[config.mk]
export PLATFORM = sky130hd
export DESIGN_NAME = exception_commit
export DESIGN_NICKNAME = d
export VERILOG_FILES = /design/src/rtl/exception_commit.sv
export SDC_FILE = /design/constraint.sdc
export NUM_CORES = 1
export LEC_CHECK = 0
export CAP_MARGIN = 15
export CORE_MARGIN = 3
export CORE_UTILIZATION = 39
export CTS_CLUSTER_SIZE = 25
export DETAILED_ROUTE_END_ITERATION = 6
export GPL_ROUTABILITY_DRIVEN = 0
export PLACE_DENSITY = 0.83
export SLEW_MARGIN = 20
export SYNTH_ARGS = -nofsm -noshare
export SYNTH_HDL_FRONTEND = slang
export SYNTH_SLANG_ARGS = --single-unit
[constraint.sdc]
create_clock -name clk -period 3.8 [get_ports clk]
set_clock_uncertainty 0.05 [all_clocks]
set_input_delay 0.76 -clock clk [delete_from_list [all_inputs] [get_ports clk]]
set_output_delay 0.76 -clock clk [all_outputs]
set_load 0.05 [all_outputs]
[src/rtl/exception_commit.sv]
// Registered multi-slot exception/ERET commit unit.
// Picks the oldest faulting slot, strobes CP0 once, flushes, then redirects fetch.
module exception_commit #(
    parameter int          ISSUE_WIDTH  = 2,
    parameter int          INT_W        = 8,
    parameter int          FLUSH_CYCLES = 2,
    parameter logic [31:0] EXC_VECTOR   = 32'hbfc00380
) (
    input  logic                      clk,
    input  logic                      rst,
    input  logic                      pipe_stall,
    input  logic [ISSUE_WIDTH-1:0]    slot_valid,
    input  logic [32*ISSUE_WIDTH-1:0] slot_pc,
    input  logic [ISSUE_WIDTH-1:0]    slot_in_delay,
    input  logic [ISSUE_WIDTH-1:0]    slot_exc_valid,
    input  logic [5*ISSUE_WIDTH-1:0]  slot_exc_code,
    input  logic [32*ISSUE_WIDTH-1:0] slot_bad_vaddr,
    input  logic [ISSUE_WIDTH-1:0]    slot_bad_vaddr_valid,
    input  logic [ISSUE_WIDTH-1:0]    slot_eret,
    input  logic                      allow_interrupt,
    input  logic [INT_W-1:0]          int_pending,
    input  logic [31:0]               epc_in,
    output logic [ISSUE_WIDTH-1:0]    commit_mask,
    output logic                      busy,
    output logic                      cp0_exp_en,
    output logic                      cp0_exl_clean,
    output logic [31:0]               cp0_exp_epc,
    output logic [4:0]                cp0_exp_code,
    output logic                      cp0_exp_bd,
    output logic [31:0]               cp0_exp_bad_vaddr,
    output logic                      cp0_exp_bad_vaddr_wen,
    output logic                      flush,
    output logic                      redirect_valid,
    output logic [31:0]               redirect_pc
);

    localparam int CW = (FLUSH_CYCLES > 1) ? $clog2(FLUSH_CYCLES) : 1;

    typedef enum logic {
        IDLE,
        FLUSH
    } state_e;

    state_e        state_q, state_d;
    logic [CW-1:0] cnt_q, cnt_d;
    logic          int_req_q, int_req_d;
    logic          exp_en_q, exp_en_d;
    logic          exl_clean_q, exl_clean_d;
    logic [31:0]   epc_q, epc_d;
    logic [4:0]    code_q, code_d;
    logic          bd_q, bd_d;
    logic [31:0]   bva_q, bva_d;
    logic          bva_wen_q, bva_wen_d;
    logic [31:0]   target_q, target_d;

    logic          accept;
    logic          found;
    logic          seen_valid;
    logic          is_lowest;
    int            win_idx;
    logic          sel_eret;
    logic [4:0]    sel_code;
    logic [31:0]   sel_pc;
    logic          sel_bd;
    logic [31:0]   sel_bva;
    logic          sel_bva_wen;
    logic          evt;

    assign accept = (state_q == IDLE) && !pipe_stall;

    // Oldest slot with an interrupt, exception or ERET wins.
    always_comb begin
        found       = 1'b0;
        seen_valid  = 1'b0;
        is_lowest   = 1'b0;
        win_idx     = 0;
        sel_eret    = 1'b0;
        sel_code    = '0;
        sel_pc      = '0;
        sel_bd      = 1'b0;
        sel_bva     = '0;
        sel_bva_wen = 1'b0;
        for (int k = 0; k < ISSUE_WIDTH; k++) begin
            is_lowest = slot_valid[k] && !seen_valid;
            if (slot_valid[k]) seen_valid = 1'b1;
            if (!found && slot_valid[k]) begin
                if ((is_lowest && int_req_q) || slot_exc_valid[k]
                    || slot_eret[k]) begin
                    found       = 1'b1;
                    win_idx     = k;
                    sel_pc      = slot_pc[32*k +: 32];
                    sel_bd      = slot_in_delay[k];
                    sel_bva     = slot_bad_vaddr[32*k +: 32];
                    sel_bva_wen = slot_bad_vaddr_valid[k];
                    if (is_lowest && int_req_q) begin
                        sel_code = 5'd0;
                    end else if (slot_exc_valid[k]) begin
                        sel_code = slot_exc_code[5*k +: 5];
                    end else begin
                        sel_eret = 1'b1;
                    end
                end
            end
        end
    end

    assign evt = accept && found;

    always_comb begin
        commit_mask = '0;
        if (accept) begin
            for (int k = 0; k < ISSUE_WIDTH; k++) begin
                if (found) begin
                    commit_mask[k] = (k < win_idx) || (k == win_idx && sel_eret);
                end else begin
                    commit_mask[k] = slot_valid[k];
                end
            end
        end
    end

    always_comb begin
        state_d     = state_q;
        cnt_d       = cnt_q;
        int_req_d   = allow_interrupt & (|int_pending);
        exp_en_d    = 1'b0;
        exl_clean_d = 1'b0;
        bva_wen_d   = 1'b0;
        epc_d       = epc_q;
        code_d      = code_q;
        bd_d        = bd_q;
        bva_d       = bva_q;
        target_d    = target_q;
        case (state_q)
            IDLE: begin
                if (evt) begin
                    state_d = FLUSH;
                    cnt_d   = CW'(FLUSH_CYCLES - 1);
                    if (sel_eret) begin
                        exl_clean_d = 1'b1;
                        target_d    = epc_in;
                    end else begin
                        exp_en_d  = 1'b1;
                        epc_d     = sel_bd ? sel_pc - 32'd4 : sel_pc;
                        code_d    = sel_code;
                        bd_d      = sel_bd;
                        bva_d     = sel_bva;
                        bva_wen_d = sel_bva_wen;
                        target_d  = EXC_VECTOR;
                    end
                end
            end
            FLUSH: begin
                if (cnt_q == '0) begin
                    state_d = IDLE;
                end else begin
                    cnt_d = cnt_q - CW'(1);
                end
            end
            default: state_d = IDLE;
        endcase
    end

    always_ff @(posedge clk) begin
        if (rst) begin
            state_q     <= IDLE;
            cnt_q       <= '0;
            int_req_q   <= 1'b0;
            exp_en_q    <= 1'b0;
            exl_clean_q <= 1'b0;
            epc_q       <= '0;
            code_q      <= '0;
            bd_q        <= 1'b0;
            bva_q       <= '0;
            bva_wen_q   <= 1'b0;
            target_q    <= '0;
        end else begin
            state_q     <= state_d;
            cnt_q       <= cnt_d;
            int_req_q   <= int_req_d;
            exp_en_q    <= exp_en_d;
            exl_clean_q <= exl_clean_d;
            epc_q       <= epc_d;
            code_q      <= code_d;
            bd_q        <= bd_d;
            bva_q       <= bva_d;
            bva_wen_q   <= bva_wen_d;
            target_q    <= target_d;
        end
    end

    assign busy                  = (state_q != IDLE);
    assign flush                 = (state_q == FLUSH);
    assign redirect_valid        = (state_q == FLUSH) && (cnt_q == '0);
    assign redirect_pc           = target_q;
    assign cp0_exp_en            = exp_en_q;
    assign cp0_exl_clean         = exl_clean_q;
    assign cp0_exp_epc           = epc_q;
    assign cp0_exp_code          = code_q;
    assign cp0_exp_bd            = bd_q;
    assign cp0_exp_bad_vaddr     = bva_q;
    assign cp0_exp_bad_vaddr_wen = bva_wen_q;

endmodule

==> metrics.md, run 1 <==
| Metric | Value |
|---|---|
| Status | `complete, no violations` |
| Grt ovf | `0` |
| Reg2Reg Launch Point | `int_req_q$_SDFF_PP0_` |
| Final setup violation count | `0` |
| Ys async rst share | `0%` |
| CTS tree | `done` |
| Distinct cells, synth | `66` |
| Commonest cells after routing, fill and taps aside | `clkdlybuf4s50_1, dfxtp_1, nor2_1` |
| Diode count | `0` |
| Core area | `13300 µm²` |
| H-Tree Depth | `3` |
| Post-CTS Setup Bufs | `0` |
| Final period utilization | `91.0%` |
| Clk buf depth | `2` |
| LEAKAGE | `just over 3 nW` |
| Crit. End Element | `output port` |
| Final core utilization | `66.7%` |
| Area after DPL | `8590 µm²` |
| Initial Utilization | `approximately two fifths` |
| HP Class | `register to register` |
| Critical path startpoint | `slot_exc_valid[1]` |
| Worst-Skew Late Latency | `360 ps` |
| Largest fanout on the critical path | `4` |
| Die outline area | `between 15000 and 20000 µm²` |
| Min Tclk post-route | `about 3500 ps` |
| Rows | `between 40 and 50` |
| Mapped cell area | `~5400 µm²` |
| Mean post-synth cell area | `8.23 µm²` |
| Critical path type | `input port to output port` |
| Average wire per standard cell | `19.3 µm` |
| Vias in the first global route | `6371` |
| Design area | `roughly 8900 µm²` |
| Synth Flop Type | `dfxtp_1` |
| CTS sink count | `108` |
| Avg Vias per Cell | `5.85` |
| Place WS | `286 ps` |
| Commonest non-fill, non-tap cell in the layout | `clkdlybuf4s50_1` |
| M2 GR Usage | `between 40% and 50%` |
| Mapped Nets | `847` |
| Worst-path clk slew | `70 ps` |
| Number of enable flip-flop cells after synthesis | `0` |
| GR Util All Layers | `27.3%` |
| Initial DRC count | `around 470` |
| Layout cells sized above 1 | `about 6.4%` |
| R2R Path End | `cp0_exp_epc[13]$_SDFFE_PP0P_` |
| Synth-to-Final Area Change | `65.4%` |
| Worst Path Arrival | `~2700 ps` |
| Post-route setup slack | `about 340 ps` |
| Antenna Nets Post-Route | `0` |
| Root cell of the clock tree | `clkbuf_16` |
| Setup TNS | `0 ps` |
| HPWL Detailed | `~16 mm` |
| I/O pin count | `302` |
| Worst vdd rail ir drop | `0.299 mV` |
| Port buffer count | `301` |
| Unrepaired setup endpoints after global routing | `false` |
| Detailed Routing Iterations Pass 1 | `6` |
| Max-slew violation count | `0` |
| FF+latch count, synth | `roughly 110` |
| GRT met1 Usage | `29.6%` |
| Worst hold slack | `roughly 400 ps` |
| Yosys warns | `0` |
| Gate Count Post-Synth | `654` |
| Remaining DRCs | `0` |
| CTS buffer count | `9` |
| Register area share after synthesis | `roughly 40%` |
| PwrDens | `~370 nW/µm²` |
| Initial antenna violation count | `0` |
| Die height | `around 120 µm` |
| Grt met3 use | `about 9.9%` |
| Crit path to | `commit_mask[0]` |
| FF-to-FF setup slack | `~1200 ps` |
| Worst R2R Path Depth | `7` |
| Slew headroom | `between 30% and 40%` |
| Global-route wire length before repair | `32.7 mm` |
| Chip width | `roughly 120 µm` |
| Global routing's busiest layer | `met2` |
| Total Wirelength | `~22 mm` |
| Largest net degree at the start of global routing | `89` |
| Startpoint types | `input port` |
| Count of hold buffers inserted by post-cts repair | `0` |
| Final Net Count | `between 1000 and 1500` |
| Hold Violations, Final | `0` |
| Post-CTS sizing | `0` |
| Max cap viols | `0` |
| Worst-Margin Slew | `990 ps` |
| F_max | `289 MHz` |
| Vias post-DR | `6521` |
| Data required, critical path | `2990 ps` |
## registers in the layout, summed over array words and instances (netlist names)
register               flops
cp0_exp_bad_vaddr         32
cp0_exp_epc               32
redirect_pc               32
cp0_exp_code               5
busy                       1
cnt_q                      1
cp0_exl_clean              1
cp0_exp_bad_vaddr_wen      1
cp0_exp_bd                 1
cp0_exp_en                 1
int_req_q                  1
## worst max-delay path, cell delays in order
cell	delay, ps
clkdlybuf4s50_1	480
or2_2	350
o21ai_0	570
nor2_1	100
a21oi_1	150
nor3_1	90
buf_12	160
## cells in the mapped netlist, types with 4 or more instances
library cell  instances  area [µm²]
nor3_1               54         270
nand2b_1              7        43.8
and3_1                7        43.8
clkbuf_1             34         128
nand3_1              23         115
buf_2                15        75.1
a22oi_1              46         345
xor2_1                4        35.0
nand2_1              29         109
nand4_1               9        56.3
dfxtp_1             108        2160
inv_1                 5        18.8
a2bb2oi_1             5        43.8
a22o_1               11        96.3
a211oi_1              7        52.6
a221oi_1             35         307
o211ai_1             10        75.1
nor2_1              106         398
a31oi_1               4        25.0
o22ai_1              13        81.3
or4_1                 4        30.0
or3_1                 5        31.3
a311oi_1              5        43.8
a21oi_1              17        85.1
o21ai_0              18        90.1
and2_1                4        25.0
nor4_1                6        37.5
## cell type report
cell class	instances	area, µm²
fill	1145	4450
timing repair buffer	323	3210
multi-input combinational	487	2980
sequential	108	2160
clock buffer	10	239
tap	176	220
clock inverter	6	71.3
inverter	5	18.8
## cells by family after synthesis
logic type	count (synthesis)	share of synthesized area, %
AO/OA/AOI/OAI	209	29.6
XOR/XNOR	6	0.977
adder cells (fa/ha/maj)	1	0.233
buffers and inverters	59	4.81
flip-flops	108	40.2
multiplexers	1	0.186
AND/OR/NAND/NOR	270	24.0
## where the power goes
| group | internal (mW) | switching, mW |
|---|---|---|
| clock network | 0.537 | 0.452 |
| logic | 0.441 | 0.606 |
| registers | 1.21 | 0.0408 |
## per-layer routing
| layer | share of wire (%) | up-vias |
|---|---|---|
| li1 | - | 3064 |
| met1 | 35 | 2993 |
| met4 | 3.2 | 0 |
| met3 | 12 | 61 |
| met5 | 0 | - |
| met2 | 50 | 403 |
## worst min path at each step
stage | from | end | slack [ps] | cells after the start
after CTS | cp0_exp_epc[3]$_SDFFE_PP0P_ | cp0_exp_epc[3]$_SDFFE_PP0P_ | 410 | 2
after detailed placement | cp0_exp_epc[3]$_SDFFE_PP0P_ | cp0_exp_epc[3]$_SDFFE_PP0P_ | 400 | 2
after global routing | cp0_exp_epc[22]$_SDFFE_PP0P_ | cp0_exp_epc[22]$_SDFFE_PP0P_ | 440 | 2
final | cp0_exp_epc[3]$_SDFFE_PP0P_ | cp0_exp_epc[3]$_SDFFE_PP0P_ | 400 | 2
after global placement | cp0_exp_epc[3]$_SDFFE_PP0P_ | cp0_exp_epc[3]$_SDFFE_PP0P_ | 390 | 2
after floorplan | cnt_q$_SDFFE_PP0P_ | busy$_SDFF_PP0_ | 400 | 2
## stage by stage
step	total power, mW	cells
after floorplan	1.84	654
after global placement	2.30	1099
after detailed placement	2.31	1099
after CTS	3.30	1115
after global routing	3.42	1115
final	3.28	1115
Note: power is estimated with default switching activity, not from simulation.
==> run 2: changes to the inputs <==
- RECOVER_POWER: default -> 100
==> metrics.md, run 2 (synthesis gave the netlist of run 1 again) <==
| Metric | Value |
|---|---|
| FF-to-FF setup slack | `1080 ps (-80 ps)` |
| GRT met1 Usage | `29.6% (unchanged)` |
| PwrDens | `366 nW/µm² (-0.64%)` |
| Worst-Margin Slew | `988 ps (-1.92 ps)` |
| HP Class | `register to register` |
| Rows | `42 (unchanged)` |
| Largest fanout on the critical path | `9 (+5)` |
| H-Tree Depth | `3 (unchanged)` |
| R2R Path End | `cp0_exp_epc[11]$_SDFFE_PP0P_` |
| Fillcell total | `1155 (+0.87%)` |
| CTS tree | `done` |
| GR Util All Layers | `27.3% (unchanged)` |
| Global routing's busiest layer | `met2` |
| Setup TNS | `0 ps (unchanged)` |
| Max-slew violation count | `0 (unchanged)` |
| Commonest cells after routing, fill and taps aside | `clkdlybuf4s50_1, dlygate4sd3_1, dfxtp_1` |
| Clk buf depth | `2 (unchanged)` |
| Count of hold buffers inserted by post-cts repair | `0 (unchanged)` |
| Crit path to | `commit_mask[0]` |
| M2 GR Usage | `47.9% (unchanged)` |
| CTS sink count | `108 (unchanged)` |
| Slowest CP cell | `dlygate4sd3_1` |
| Worst-path clk slew | `70 ps (about the same)` |
| Hold Violations, Final | `0 (unchanged)` |
| CTS buffer count | `9 (unchanged)` |
| Avg Vias per Cell | `5.87 (+0.37%)` |
| Synth-to-Final Area Change | `64.4%` |
| Worst Path Arrival | `2670 ps (+20 ps)` |
| HPWL Detailed | `16.3 mm (unchanged)` |
| Design area | `8840 µm² (-0.60%)` |
| Startpoint types | `input port` |
| Global-route wire length before repair | `32.7 mm (unchanged)` |
| Initial Utilization | `40.3% (unchanged)` |
| I/O pin count | `302 (unchanged)` |
| LEAKAGE | `3.40 nW (+9.4%)` |
| Crit. End Element | `output port` |
| Min Tclk post-route | `3480 ps (+17.5 ps)` |
| Layout cells sized above 1 | `5.75% (-0.64 points)` |
| Antenna Nets Post-Route | `0 (unchanged)` |
| Initial DRC count | `424 (-8.8%)` |
| Grt met3 use | `9.88% (unchanged)` |
| Worst vdd rail ir drop | `0.296 mV (-1.1%)` |
| Kind of cell adding the most delay to the critical path | `buffers and inverters` |
| Chip width | `123 µm (unchanged)` |
| Core area | `13300 µm² (unchanged)` |
| Diode count | `0 (unchanged)` |
| Critical path startpoint | `slot_valid[0]` |
| Max cap viols | `0 (unchanged)` |
| Cells along the critical path | `dlygate4sd3_1 > nor2b_1 > o21ai_0 > nor2_1 > a21oi_1 > nor3_1 > buf_12` |
| Largest net degree at the start of global routing | `89 (unchanged)` |
| Final setup violation count | `0 (unchanged)` |
| Area after DPL | `8590 µm² (unchanged)` |
| Status | `complete, no violations` |
| Final period utilization | `91.5% (+0.46 points)` |
| Buf/Inv on CP | `2 (unchanged)` |
| Remaining DRCs | `0 (unchanged)` |
| Unrepaired setup endpoints after global routing | `false` |
| Total Power | `3.24 mW (-1.2%)` |
| Die outline area | `15200 µm² (unchanged)` |
| Area of the multi-input gates | `2960 µm² (-0.63%)` |
| F_max | `288 MHz (-0.50%)` |
| Root cell of the clock tree | `clkbuf_16` |
| Reg area | `2160 µm² (unchanged)` |
| WP depth | `7 (unchanged)` |
| Data required, critical path | `2990 ps (about the same)` |
| Commonest non-fill, non-tap cell in the layout | `clkdlybuf4s50_1` |
| Slew headroom | `34.2% (+0.13 points)` |
| Worst-Skew Late Latency | `350 ps (about the same)` |
| Initial antenna violation count | `0 (unchanged)` |
| Vias post-DR | `6545 (+0.37%)` |
| CP peak stage delay | `720 ps (+150 ps)` |
| Post-CTS sizing | `0 (unchanged)` |
| Worst R2R Path Depth | `7 (unchanged)` |
| Average wire per standard cell | `19.2 µm (-0.38%)` |
| Reg2Reg Launch Point | `int_req_q$_SDFF_PP0_` |
| Total Wirelength | `21.5 mm (-0.38%)` |
| Die height | `123 µm (unchanged)` |
| Port buffer count | `301 (unchanged)` |
| Vias in the first global route | `6371 (unchanged)` |
| Final Net Count | `1127 (unchanged)` |
| Critical path type | `input port to output port` |
| Grt ovf | `0 (unchanged)` |
| Post-CTS Setup Bufs | `0 (unchanged)` |
| Detailed Routing Iterations Pass 1 | `6 (unchanged)` |
run 2: worst min path at each step:
stage                                 startpoint                           end  cells past startpoint
floorplan                     cnt_q$_SDFFE_PP0P_               busy$_SDFF_PP0_                      2
global placement     cp0_exp_epc[3]$_SDFFE_PP0P_   cp0_exp_epc[3]$_SDFFE_PP0P_                      2
detailed placement   cp0_exp_epc[3]$_SDFFE_PP0P_   cp0_exp_epc[3]$_SDFFE_PP0P_                      2
CTS                  cp0_exp_epc[3]$_SDFFE_PP0P_   cp0_exp_epc[3]$_SDFFE_PP0P_                      2
global route        cp0_exp_epc[22]$_SDFFE_PP0P_  cp0_exp_epc[22]$_SDFFE_PP0P_                      2
finish               cp0_exp_epc[3]$_SDFFE_PP0P_   cp0_exp_epc[3]$_SDFFE_PP0P_                      2
run 2: metal layers:
metal | wire (µm) | share of wire [%]
met1 | 7630 | 36
met2 | 10600 | 50
met3 | 2410 | 11
met4 | 788 | 3.7
met5 | 0 | 0
run 2: cell type report:
class                      instances  share of cell area [%]
inverter                           5                   0.212
timing repair buffer             323                    35.8
multi-input combinational        487                    33.5
clock buffer                      10                    2.70
clock inverter                     6                   0.806
tap                              176                    2.49
sequential                       108                    24.4
run 2: worst register-to-register path, stage by stage, from the launching register on:
cell	delay, ps
dfxtp_1	450
nand2b_1	260
a21oi_1	200
clkbuf_1	320
o211a_2	330
clkbuf_2	570
nor2_1	130
a311oi_1	320
run 2: where the power goes:
part / switching (mW) / internal (mW) / total [mW]
logic: 0.602 / 0.409 / 1.01
clock network: 0.450 / 0.537 / 0.987
registers: 0.0376 / 1.21 / 1.24
total: 1.09 / 2.15 / 3.24
run 2: metrics by stage:
| stage | worst slack (ps) | utilization [%] | std cells | hold slack [ps] |
|---|---|---|---|---|
| global placement | 353 | 64.3 | 1099 | 393 |
| finish | 324 | 66.3 | 1115 | 400 |
| floorplan | 488 | - | 654 | 400 |
| CTS | 370 | 66.7 | 1115 | 406 |
| detailed placement | 286 | 64.3 | 1099 | 397 |
| global route | 123 | 66.3 | 1115 | 440 |
==> run 3: changes to the inputs <==
- CORE_MARGIN: 3 -> default
==> metrics.md, run 3 (synthesis gave the netlist of run 1 again) <==
| Metric | Value |
|---|---|
| Worst-path clk slew | `70 ps (about the same)` |
| CTS sink count | `108 (unchanged)` |
| Min Tclk post-route | `3510 ps (+36.1 ps)` |
| Hold_sp | `cp0_exp_epc[6]$_SDFFE_PP0P_` |
| Core area | `13300 µm² (unchanged)` |
| Post-CTS Setup Bufs | `0 (unchanged)` |
| Vias in the first global route | `6364 (-0.11%)` |
| Synth-to-Final Area Change | `65.5%` |
| Reg area | `2160 µm² (unchanged)` |
| Post-route setup slack | `288 ps (-36.1 ps)` |
| Antenna Nets Post-Route | `0 (unchanged)` |
| Worst hold slack | `406 ps (+6.14 ps)` |
| Cells along the critical path | `dlygate4sd3_1 > or2_2 > o21ai_0 > nor2_1 > a21oi_1 > nor3_1 > buf_12` |
| Initial Utilization | `40.3% (unchanged)` |
| H-Tree Depth | `3 (unchanged)` |
| Status | `complete, but fails checks` |
| Root cell of the clock tree | `clkbuf_16` |
| Global-route wire length before repair | `32.5 mm (-0.53%)` |
| Layout cells sized above 1 | `6.06% (+0.31 points)` |
| CTS tree | `done` |
| Dpl cells | `1100 (+0.091%)` |
| GR Util All Layers | `28.9% (+1.6 points)` |
| F_max | `285 MHz (-1.0%)` |
| Worst vdd rail ir drop | `0.359 mV (+21%)` |
| Failing checks | `capacitance limit, slew limit` |
| LEAKAGE | `3.43 nW (+0.80%)` |
| Die outline area | `14300 µm² (-6.4%)` |
| Clk buf depth | `2 (unchanged)` |
| Commonest non-fill, non-tap cell in the layout | `clkdlybuf4s50_1` |
| Place WS | `208 ps (-78.1 ps)` |
| Final core utilization | `66.7% (+0.44 points)` |
| Port buffer count | `301 (unchanged)` |
| Final period utilization | `92.4% (+0.95 points)` |
| Largest fanout on the critical path | `4 (-5)` |
| Initial DRC count | `467 (+10%)` |
| Design area | `8900 µm² (+0.66%)` |
| Initial antenna violation count | `0 (unchanged)` |
| Total Wirelength | `21.1 mm (-1.6%)` |
| Startpoint types | `input port` |
| Average wire per standard cell | `18.9 µm (-1.7%)` |
| Hold Violations, Final | `0 (unchanged)` |
| Worst-Margin Slew | `1550 ps (+558 ps)` |
| Critical path startpoint | `slot_exc_valid[1]` |
| Detailed Routing Iterations Pass 1 | `6 (unchanged)` |
| Worst Path Arrival | `2700 ps (+30 ps)` |
| Commonest cells after routing, fill and taps aside | `clkdlybuf4s50_1, dlygate4sd3_1, dfxtp_1` |
| Setup TNS | `0 ps (unchanged)` |
| Reg2Reg Launch Point | `int_req_q$_SDFF_PP0_` |
| Avg Vias per Cell | `5.88 (+0.22%)` |
| Max-slew violation count | `31 (+31)` |
| PwrDens | `367 nW/µm² (+0.23%)` |
| Fin cells | `1116 (+0.090%)` |
| Diode count | `0 (unchanged)` |
| Crit. End Element | `output port` |
| Count of hold buffers inserted by post-cts repair | `0 (unchanged)` |
| Grt ovf | `0 (unchanged)` |
| Fillcell total | `1150 (-0.43%)` |
| Die height | `119 µm (-3.2%)` |
| HPWL Detailed | `15.9 mm (-2.6%)` |
| Unrepaired setup endpoints after global routing | `false` |
| Chip width | `119 µm (-3.2%)` |
| Critical path type | `input port to output port` |
| Final Net Count | `1128 (+0.089%)` |
| HP Class | `register to register` |
| Slowest CP cell | `dlygate4sd3_1` |
| Vias post-DR | `6565 (+0.31%)` |
| Area after DPL | `8610 µm² (+0.23%)` |
| Area of the multi-input gates | `2970 µm² (+0.30%)` |
| I/O pin count | `302 (unchanged)` |
| Max cap viols | `1 (+1)` |
| Post-CTS sizing | `0 (unchanged)` |
| Slew headroom | `-3.03% (-37 points)` |
| Total Power | `3.27 mW (+0.90%)` |
| CP peak stage delay | `600 ps (-120 ps)` |
| Largest net degree at the start of global routing | `61 (-31%)` |
| Worst-Skew Late Latency | `350 ps (about the same)` |
| Remaining DRCs | `0 (unchanged)` |
| CTS buffer count | `9 (unchanged)` |
| Rows | `42 (unchanged)` |
| FF-to-FF setup slack | `990 ps (-90 ps)` |
| Data required, critical path | `2990 ps (about the same)` |
| Final setup violation count | `0 (unchanged)` |
[run 3: cell count changes in the layout (fill, tap and decap cells not counted), sizes merged]
cell / before / now
buf: 18 / 21
clkbuf: 17 / 15
clkinvlp: 1 / 0
inv: 7 / 8
[run 3: layout make-up]
class                   instances  area share (%)
repair buffers                324            36.1
multi-input cells             487            33.4
flip-flops and latches        108            24.3
clock buffers                  10            2.68
well taps                     176            2.47
clock inverters                 6           0.885
inverters                       5           0.211
[run 3: where the power goes]
part           internal [mW]  switching (mW)  leakage, nW
sequential              1.21          0.0393        0.884
clock                  0.544           0.459        0.157
combinational          0.415           0.608         2.39
[run 3: layer usage]
layer / track usage [%] / part of all wire [%] / vias to the layer above
met5: 0 / 0 / -
met4: 9.45 / 2.8 / 0
met3: 8.96 / 9.8 / 52
met2: 53.1 / 51 / 385
met1: 31.1 / 36 / 3063
li1: - / - / 3065
[run 3: worst paths after layout]
check	end	cells past startpoint
max	commit_mask[0]	7
min	cp0_exp_epc[6]$_SDFFE_PP0P_	2
max reg2reg	cp0_exp_epc[7]$_SDFFE_PP0P_	6
min reg2reg	cp0_exp_epc[6]$_SDFFE_PP0P_	2
[run 3: worst max-delay path, delay by kind of cell]
family                 cells  cell delay (ps)
AND/OR/NAND/NOR            3              520
AO/OA/AOI/OAI              2              660
buffers and inverters      2              770
